File: config.mk
export PLATFORM = sky130hd
export DESIGN_NAME = sort_pack_flat
export DESIGN_NICKNAME = d
export VERILOG_FILES = /design/src/rtl/sort_pack_pkg.sv /design/src/rtl/sort_pack_if.sv /design/src/rtl/sort_pack.sv /design/src/flat_wrapper.sv
export SDC_FILE = /design/constraint.sdc
export NUM_CORES = 1
export LEC_CHECK = 0
export ABC_AREA = 1
export BUFFER_PORTS_ARGS = -buffer_cell sky130_fd_sc_hd__buf_2
export CAP_MARGIN = 20
export CORE_MARGIN = 2
export CORE_UTILIZATION = 46
export CTS_CLUSTER_DIAMETER = 50
export DETAILED_ROUTE_END_ITERATION = 10
export PLACE_DENSITY = 0.71
export SLEW_MARGIN = 20
export SYNTH_ARGS = -nofsm -noshare
export SYNTH_HDL_FRONTEND = slang
export SYNTH_SLANG_ARGS = --single-unit
File: constraint.sdc
create_clock -name clk -period 1.59 [get_ports clk]
set_input_delay 0.318 -clock clk [delete_from_list [all_inputs] [get_ports clk]]
set_output_delay 0.318 -clock clk [all_outputs]
set_load 0.01 [all_outputs]
File: src/rtl/sort_pack_pkg.sv
// Shared types and sizing for the nibble sorter front end.
// Package name is sort_pkg; imported by sort_pack_if and sort_pack.
package sort_pkg;

    localparam int SORT_N_ELEM = 8;
    localparam int SORT_ELEM_W = 4;
    localparam int SORT_WORD_W = 32;

    typedef logic [SORT_ELEM_W-1:0] elem_t;
    typedef logic [SORT_WORD_W-1:0] word_t;

    typedef enum logic {
        FILL = 1'b0,
        HOLD = 1'b1
    } pack_state_e;

endpackage

File: src/rtl/sort_pack_if.sv
// Element-in / word-out bus for sort_pack. The master modport is the producer and
// sorter side; the slave modport is the packer.
//
// Handshake: a beat moves on a rising clk edge where valid && ready are both high.
// The sender holds data and valid stable until that edge. The receiver may change
// ready at any time. valid never depends combinationally on ready.
interface sort_pack_if
    import sort_pkg::*;
#(
    parameter int N_ELEM = SORT_N_ELEM,
    parameter int ELEM_W = SORT_ELEM_W
) ();

    localparam int WORD_W = N_ELEM * ELEM_W;
    localparam int CNT_W  = $clog2(N_ELEM + 1);

    logic              in_valid;
    logic              in_ready;
    logic [ELEM_W-1:0] in_data;
    logic              out_valid;
    logic              out_ready;
    logic [WORD_W-1:0] out_word;
    logic [CNT_W-1:0]  fill_cnt;

    modport master (
        output in_valid,
        output in_data,
        output out_ready,
        input  in_ready,
        input  out_valid,
        input  out_word,
        input  fill_cnt
    );

    modport slave (
        input  in_valid,
        input  in_data,
        input  out_ready,
        output in_ready,
        output out_valid,
        output out_word,
        output fill_cnt
    );

endinterface

File: src/rtl/sort_pack.sv
// Packs N_ELEM elements (element 0 in the MSB slot) into one word for the sorter.
// Optional SORT_PACK_FLUSH_EN adds a flush input that emits a partial word.
module sort_pack
    import sort_pkg::*;
#(
    parameter int N_ELEM = SORT_N_ELEM,
    parameter int ELEM_W = SORT_ELEM_W
) (
    input  logic        clk,
    input  logic        rst_n,
`ifdef SORT_PACK_FLUSH_EN
    input  logic        flush,
`endif
    sort_pack_if.slave  bus,
    output pack_state_e state_o
);

    localparam int WORD_W = N_ELEM * ELEM_W;
    localparam int CNT_W  = $clog2(N_ELEM + 1);
    localparam logic [CNT_W-1:0] LAST_SLOT = CNT_W'(N_ELEM - 1);

    pack_state_e       state_q, state_d;
    logic [WORD_W-1:0] word_q, word_d;
    logic [CNT_W-1:0]  cnt_q, cnt_d;
    logic              in_ready_c;
    logic              out_valid_c;
    logic              flush_c;

`ifdef SORT_PACK_FLUSH_EN
    assign flush_c = flush;
`else
    assign flush_c = 1'b0;
`endif

    always_ff @(posedge clk or negedge rst_n) begin
        if (!rst_n) begin
            state_q <= FILL;
        end else begin
            state_q <= state_d;
        end
    end

    always_ff @(posedge clk or negedge rst_n) begin
        if (!rst_n) begin
            word_q <= '0;
            cnt_q  <= '0;
        end else begin
            word_q <= word_d;
            cnt_q  <= cnt_d;
        end
    end

    always_comb begin
        state_d = state_q;
        word_d  = word_q;
        cnt_d   = cnt_q;
        unique case (state_q)
            FILL: begin
                if (bus.in_valid) begin
                    // Slot k occupies bits [(N_ELEM-k)*ELEM_W-1 -: ELEM_W].
                    for (int k = 0; k < N_ELEM; k++) begin
                        if (cnt_q == CNT_W'(k)) begin
                            word_d[(N_ELEM-1-k)*ELEM_W +: ELEM_W] = bus.in_data;
                        end
                    end
                    cnt_d = cnt_q + CNT_W'(1);
                    if (cnt_q == LAST_SLOT) begin
                        state_d = HOLD;
                    end
                end
                if (flush_c && (cnt_q != '0 || bus.in_valid)) begin
                    state_d = HOLD;
                end
            end
            HOLD: begin
                if (bus.out_ready) begin
                    // Drain; a same-cycle element starts the next word in slot 0.
                    state_d = FILL;
                    word_d  = '0;
                    cnt_d   = '0;
                    if (bus.in_valid) begin
                        word_d[WORD_W-1 -: ELEM_W] = bus.in_data;
                        cnt_d = CNT_W'(1);
                    end
                end
            end
            default: begin
                state_d = FILL;
            end
        endcase
    end

    always_comb begin
        in_ready_c  = 1'b1;
        out_valid_c = 1'b0;
        unique case (state_q)
            FILL: begin
                in_ready_c  = 1'b1;
                out_valid_c = 1'b0;
            end
            HOLD: begin
                in_ready_c  = bus.out_ready;
                out_valid_c = 1'b1;
            end
            default: begin
                in_ready_c  = 1'b1;
                out_valid_c = 1'b0;
            end
        endcase
    end

    assign bus.in_ready  = in_ready_c;
    assign bus.out_valid = out_valid_c;
    assign bus.out_word  = word_q;
    assign bus.fill_cnt  = cnt_q;
    assign state_o       = state_q;

endmodule

File: src/flat_wrapper.sv
// flat-port wrapper written by rule: the top's interface ports become plain ports
module sort_pack_flat import sort_pkg::*;
#(
    parameter int N_ELEM = SORT_N_ELEM,
    parameter int ELEM_W = SORT_ELEM_W
)
  (clk, rst_n, state_o, bus_in_valid, bus_in_data, bus_out_ready, bus_in_ready, bus_out_valid, bus_out_word, bus_fill_cnt);
  sort_pack_if #(.N_ELEM(N_ELEM), .ELEM_W(ELEM_W)) bus_i ();
  input  logic clk;
  input  logic rst_n;
  output pack_state_e state_o;
  input wire logic [$bits(bus_i.in_valid)-1:0] bus_in_valid;
  input wire logic [$bits(bus_i.in_data)-1:0] bus_in_data;
  input wire logic [$bits(bus_i.out_ready)-1:0] bus_out_ready;
  output wire logic [$bits(bus_i.in_ready)-1:0] bus_in_ready;
  output wire logic [$bits(bus_i.out_valid)-1:0] bus_out_valid;
  output wire logic [$bits(bus_i.out_word)-1:0] bus_out_word;
  output wire logic [$bits(bus_i.fill_cnt)-1:0] bus_fill_cnt;
  assign bus_i.in_valid = bus_in_valid;
  assign bus_i.in_data = bus_in_data;
  assign bus_i.out_ready = bus_out_ready;
  assign bus_in_ready = bus_i.in_ready;
  assign bus_out_valid = bus_i.out_valid;
  assign bus_out_word = bus_i.out_word;
  assign bus_fill_cnt = bus_i.fill_cnt;
  sort_pack #(.N_ELEM(N_ELEM), .ELEM_W(ELEM_W)) u_core (.clk(clk), .rst_n(rst_n), .bus(bus_i), .state_o(state_o));
endmodule
After elaboration in Yosys (flattened, before gate mapping)
Index checks and enable logic that the tools add are counted.

Register bits after elaboration: 37. Word-level logic and storage cells: 61. Input port bits: 8. Output and inout port bits: 39.

Muxes and demuxes: 22. Eq/ne operators: 17. $add $sub $neg: 1. Bitwise logic cells: 1. Reductions and logical operators: 10.

Operators by type and width (count): $mux W32 (2); $pmux W32 S2 (1); $mux W4 (11); $reduce_and A3 Y1 (8); $eq A4 B3 Y1 const B (4); $ne A2 B1 Y1 const B (8); $eq A4 B2 Y1 const B (2); $pmux W4 S2 (1); $pmux W1 S2 (3); $add A4 B1 Y4 const B (1); $eq A4 B1 Y1 const B (1); $logic_not A4 Y1 (1); $mux W1 (4); $ne A2 B2 Y1 const B (2); $reduce_and A2 Y1 (1); $not A1 Y1 (1).

Depth between registers and ports, before layout
Word-level depth: 4. Depth in mapped cells: 8. Gate-level depth less buffers: 7.

Worst setup path after synthesis
No wires, ideal clock.

Kind: reg2reg. Start: reg u_core.cnt_q[0] (netlist: u_core.bus.fill_cnt[0]). End: reg u_core.word_q[20] (netlist: u_core.bus.out_word[20]). Cell stages (with the launch flop): 8. Period minus slack after synthesis: 1275 ps. Arrival: 1158 ps. Library setup time: 117 ps. Path buffers: 0. Data required time: 1473 ps. Setup slack: 315 ps. Cells stage by stage: dfrtp_1 > inv_1 > ha_1 > inv_1 > nor2_2 > nand2_1 > nand3_1 > nand2_1.

Longest elaborated chain between the ends: 3.

Ends and longest elaborated chain: start, declared (RTL line sort_pack.sv:24) `logic [CNT_W-1:0] cnt_q, cnt_d;`; start signal, assigned (RTL line sort_pack.sv:49) `cnt_q <= cnt_d;`; $eq A4 B2 Y1 (RTL line sort_pack.sv:62) `if (cnt_q == CNT_W'(k)) begin`; $ne A2 B1 Y1 (no line); $reduce_and A3 Y1 (no line); end signal, assigned (RTL line sort_pack.sv:48) `word_q <= word_d;`; end, declared (RTL line sort_pack.sv:23) `logic [WORD_W-1:0] word_q, word_d;`.

No other way between the ends. A chain may end at the register's enable or synchronous reset.

Final worst setup path
Same ends and word-level chain as after synthesis.

==> flow_summary.json <==
{
  "outcome": "finished clean",
  "boundaryPins": 47,
  "port_buffers": 46,
  "ctsHtreeMaxLevel": 2,
  "grt_setup_unrepaired": "no",
  "yosys.area.top_type": "dfrtp_1",
  "power.density_nw_per_um2": 1707,
  "crit_arrival_ps": 1630,
  "layout_common_cells": "nand3_1, nand2_1, buf_2, dfrtp_1, inv_1",
  "crit_cells": 7,
  "yosys_register_bits": 37,
  "die_h_um": 66.43,
  "seqPwrFrac_pct": 42.0,
  "worst_slack_ps": 134.0,
  "slowest_delay_ps": 450,
  "synth_area_leaders": "dfrtp_1, nand3_1, nand2_1",
  "p_sw_share_pct": 40.32,
  "viasPerCell": 5.013,
  "cts-root-buf": "clkbuf_8",
  "core-area_um2": 3716,
  "cts_tree": "built",
  "drive_gt1_share_pct": 28.63,
  "clock_skew_ps": 5.603,
  "period_share_pct": 91.57,
  "grt_pass1_vias": 1465,
  "p_sw_uw": 1502,
  "total_power_uw": 3726,
  "hold_end": "u_core.bus.fill_cnt[0]$_DFFE_PN0P_",
  "clock_path_buffers": 2,
  "pwr-share-comb_pct": 42.2,
  "wl_per_cell_um": 12.84,
  "dieWidth_um": 66.43,
  "rows": 22,
  "crit_slowest_cell": "dfrtp_1",
  "p_leak_uw": 0.001245,
  "cts.sinks": 37,
  "yosys.area.top_type_share_pct": 51.64,
  "layout_commonest_cell": "nand3_1",
  "cp_data_required_time_ps": 1760,
  "dr.pass1.iters": 4,
  "fin_setup_tns_ps": 0,
  "rr_startpoint": "u_core.bus.fill_cnt[0]$_DFFE_PN0P_",
  "stdcell_count": 310,
  "antenna_found_initial": 0,
  "ys_types": 19,
  "drv_cap": 0,
  "dr.first_iter.drc_count": 96,
  "peakVddDrop_mv": 0.7437,
  "path_cells": "inv_1, ha_1, inv_1, nor2_4, nand2_1, nand3_1, nand2_1",
  "end_kind": "flop",
  "drcViolationCount": 0,
  "critPathTopFamily": "flip-flops",
  "numPlacedInstances": 303,
  "cp-start-kind": "flop",
  "yosysSeqAreaShare_pct": 51.64,
  "clock_latency_ps": 280,
  "globalplace.congestion": 0.8263,
  "yosysWarnings": 0,
  "grt_overflow": 0,
  "ant_nets": 0,
  "internal_power_uw": 2223,
  "timing.critical_path.buf_inv": 2,
  "synthCells": 210,
  "worst_pin_slew_ps": 366.2,
  "drt_wl_total_um": 3981,
  "fill_cells": 362,
  "fmax_mhz": 686.8,
  "worst-setup-path-type": "reg -> reg",
  "diodes": 0,
  "r2r_slack_ps": 130,
  "min_path_type": "in -> reg",
  "dieArea_um2": 4413,
  "cts_buffers": 5,
  "initial_core_util_pct": 48.25,
  "post-cts-setup-buffer-count": 0,
  "period_minus_slack_ps": 1456,
  "grt_usage_pct": 21.11,
  "area_growth_pct": 21.70,
  "post-dp-hpwl_um": 2862,
  "whs_path_depth": 3,
  "num_vias": 1554,
  "grt_pass1_wl_um": 6837,
  "hold_violations": 0,
  "synth_nets": 222,
  "nets": 275,
  "grt_max_degree": 37,
  "power_frac_clock_pct": 15.9,
  "min_from": "bus_in_valid",
  "r2r-end": "u_core.bus.out_word[20]$_DFFE_PN0P_",
  "drv_slew": 0,
  "syn_area_um2": 1793,
  "slew_headroom_pct": 75.59,
  "clk_pin_slew_worst_paths_ps": 70,
  "seq_area_um2": 925.9,
  "place_worst_setup_slack_ps": 151.9,
  "setup_viol": 0,
  "fin_util_pct": 58.72,
  "multi_input_area_um2": 749.5,
  "syn_avg_cell_area_um2": 8.538,
  "worstPathMaxFanout": 5,
  "reg2reg_depth": 7
}
## logic make-up after synthesis
family                     Yosys count  synth area share, %
adders and majority gates            4                2.791
AOI/OAI and AO/OA                    9                2.722
xor gates and xnor gates             1               0.4886
DFF                                 37                51.64
and+or+nand+nor                    133                35.24
buffers and inverters               26                7.118
## final cells by class
class	instances	area share, %
clock buffer	5	3.154
multi-input combinational	147	34.35
clock inverter	1	0.2294
inverter	18	3.096
timing repair buffer	54	13.99
tap	48	2.752
sequential	37	42.43
## worst max-delay path by stage
stage                                       startpoint                                   to  slack, ps
CTS                 u_core.bus.fill_cnt[0]$_DFFE_PN0P_  u_core.bus.out_word[20]$_DFFE_PN0P_         70
global placement    u_core.bus.fill_cnt[0]$_DFFE_PN0P_  u_core.bus.out_word[13]$_DFFE_PN0P_        170
finish              u_core.bus.fill_cnt[0]$_DFFE_PN0P_  u_core.bus.out_word[20]$_DFFE_PN0P_        130
global route        u_core.bus.fill_cnt[0]$_DFFE_PN0P_   u_core.bus.out_word[7]$_DFFE_PN0P_          8
detailed placement  u_core.bus.fill_cnt[0]$_DFFE_PN0P_  u_core.bus.out_word[12]$_DFFE_PN0P_        150
floorplan           u_core.bus.fill_cnt[0]$_DFFE_PN0P_  u_core.bus.out_word[20]$_DFFE_PN0P_        310
## through the flow
step | area (µm²) | hold slack (ps)
final | 2182 | 331.6
after global routing | 2182 | 331.6
after CTS | 2172 | 325.3
after detailed placement | 2088 | 259.6
after global placement | 2088 | 259.5
after floorplan | 1793 | 22.41
## routing by layer
metal  up-vias  wire length (µm)  GRT usage (%)  part of all wire, %
met5         -                 0              0                    0
met4         0                38          7.143                 0.95
met3         4               224          6.133                  5.6
met2        45              1868          33.88                   47
met1       720              1851          27.21                   46
li1        785                 -              -                    -
## sequential cells by signal (all words and copies together) (netlist names)
signal and count:
u_core.bus.fill_cnt 4, u_core.bus.out_word 32, u_core.state_o 1
## Yosys cell counts
cell      instances
nand3_1          58
nand2_1          52
dfrtp_1          37
inv_1            16
nor2_1            9
a21oi_1           5
nor2_2            5
ha_1              4
nand2_2           4
buf_2             3
buf_4             3
nand2_4           3
buf_6             2
inv_2             2
nor2_4            2
o21ai_1           2
o21bai_1          1
o22ai_1           1
xnor2_1           1
## worst register-to-register path: stages, from the launching register on
cell and delay, ps:
dfrtp_1 450, inv_1 160, ha_1 190, inv_1 100, nor2_4 170, nand2_1 130
nand3_1 100, nand2_1 50
## power by group through the flow
stage	Clock [µW]	Combinational (µW)	Sequential, µW
5_1_grt	662	1790	1620
2_1_floorplan	0	809	1740
4_1_cts	612	1580	1570
6_report	592	1570	1560
3_5_place_dp	0	1560	1580
3_3_place_gp	0	1530	1570
## timing repair
action,in CTS,in global routing
hold buffers,1,0
endpoints found under the setup margin,0,6
hold endpoints to repair,14,0
resized for setup,0,2
Power figures use the tool's default switching activity.
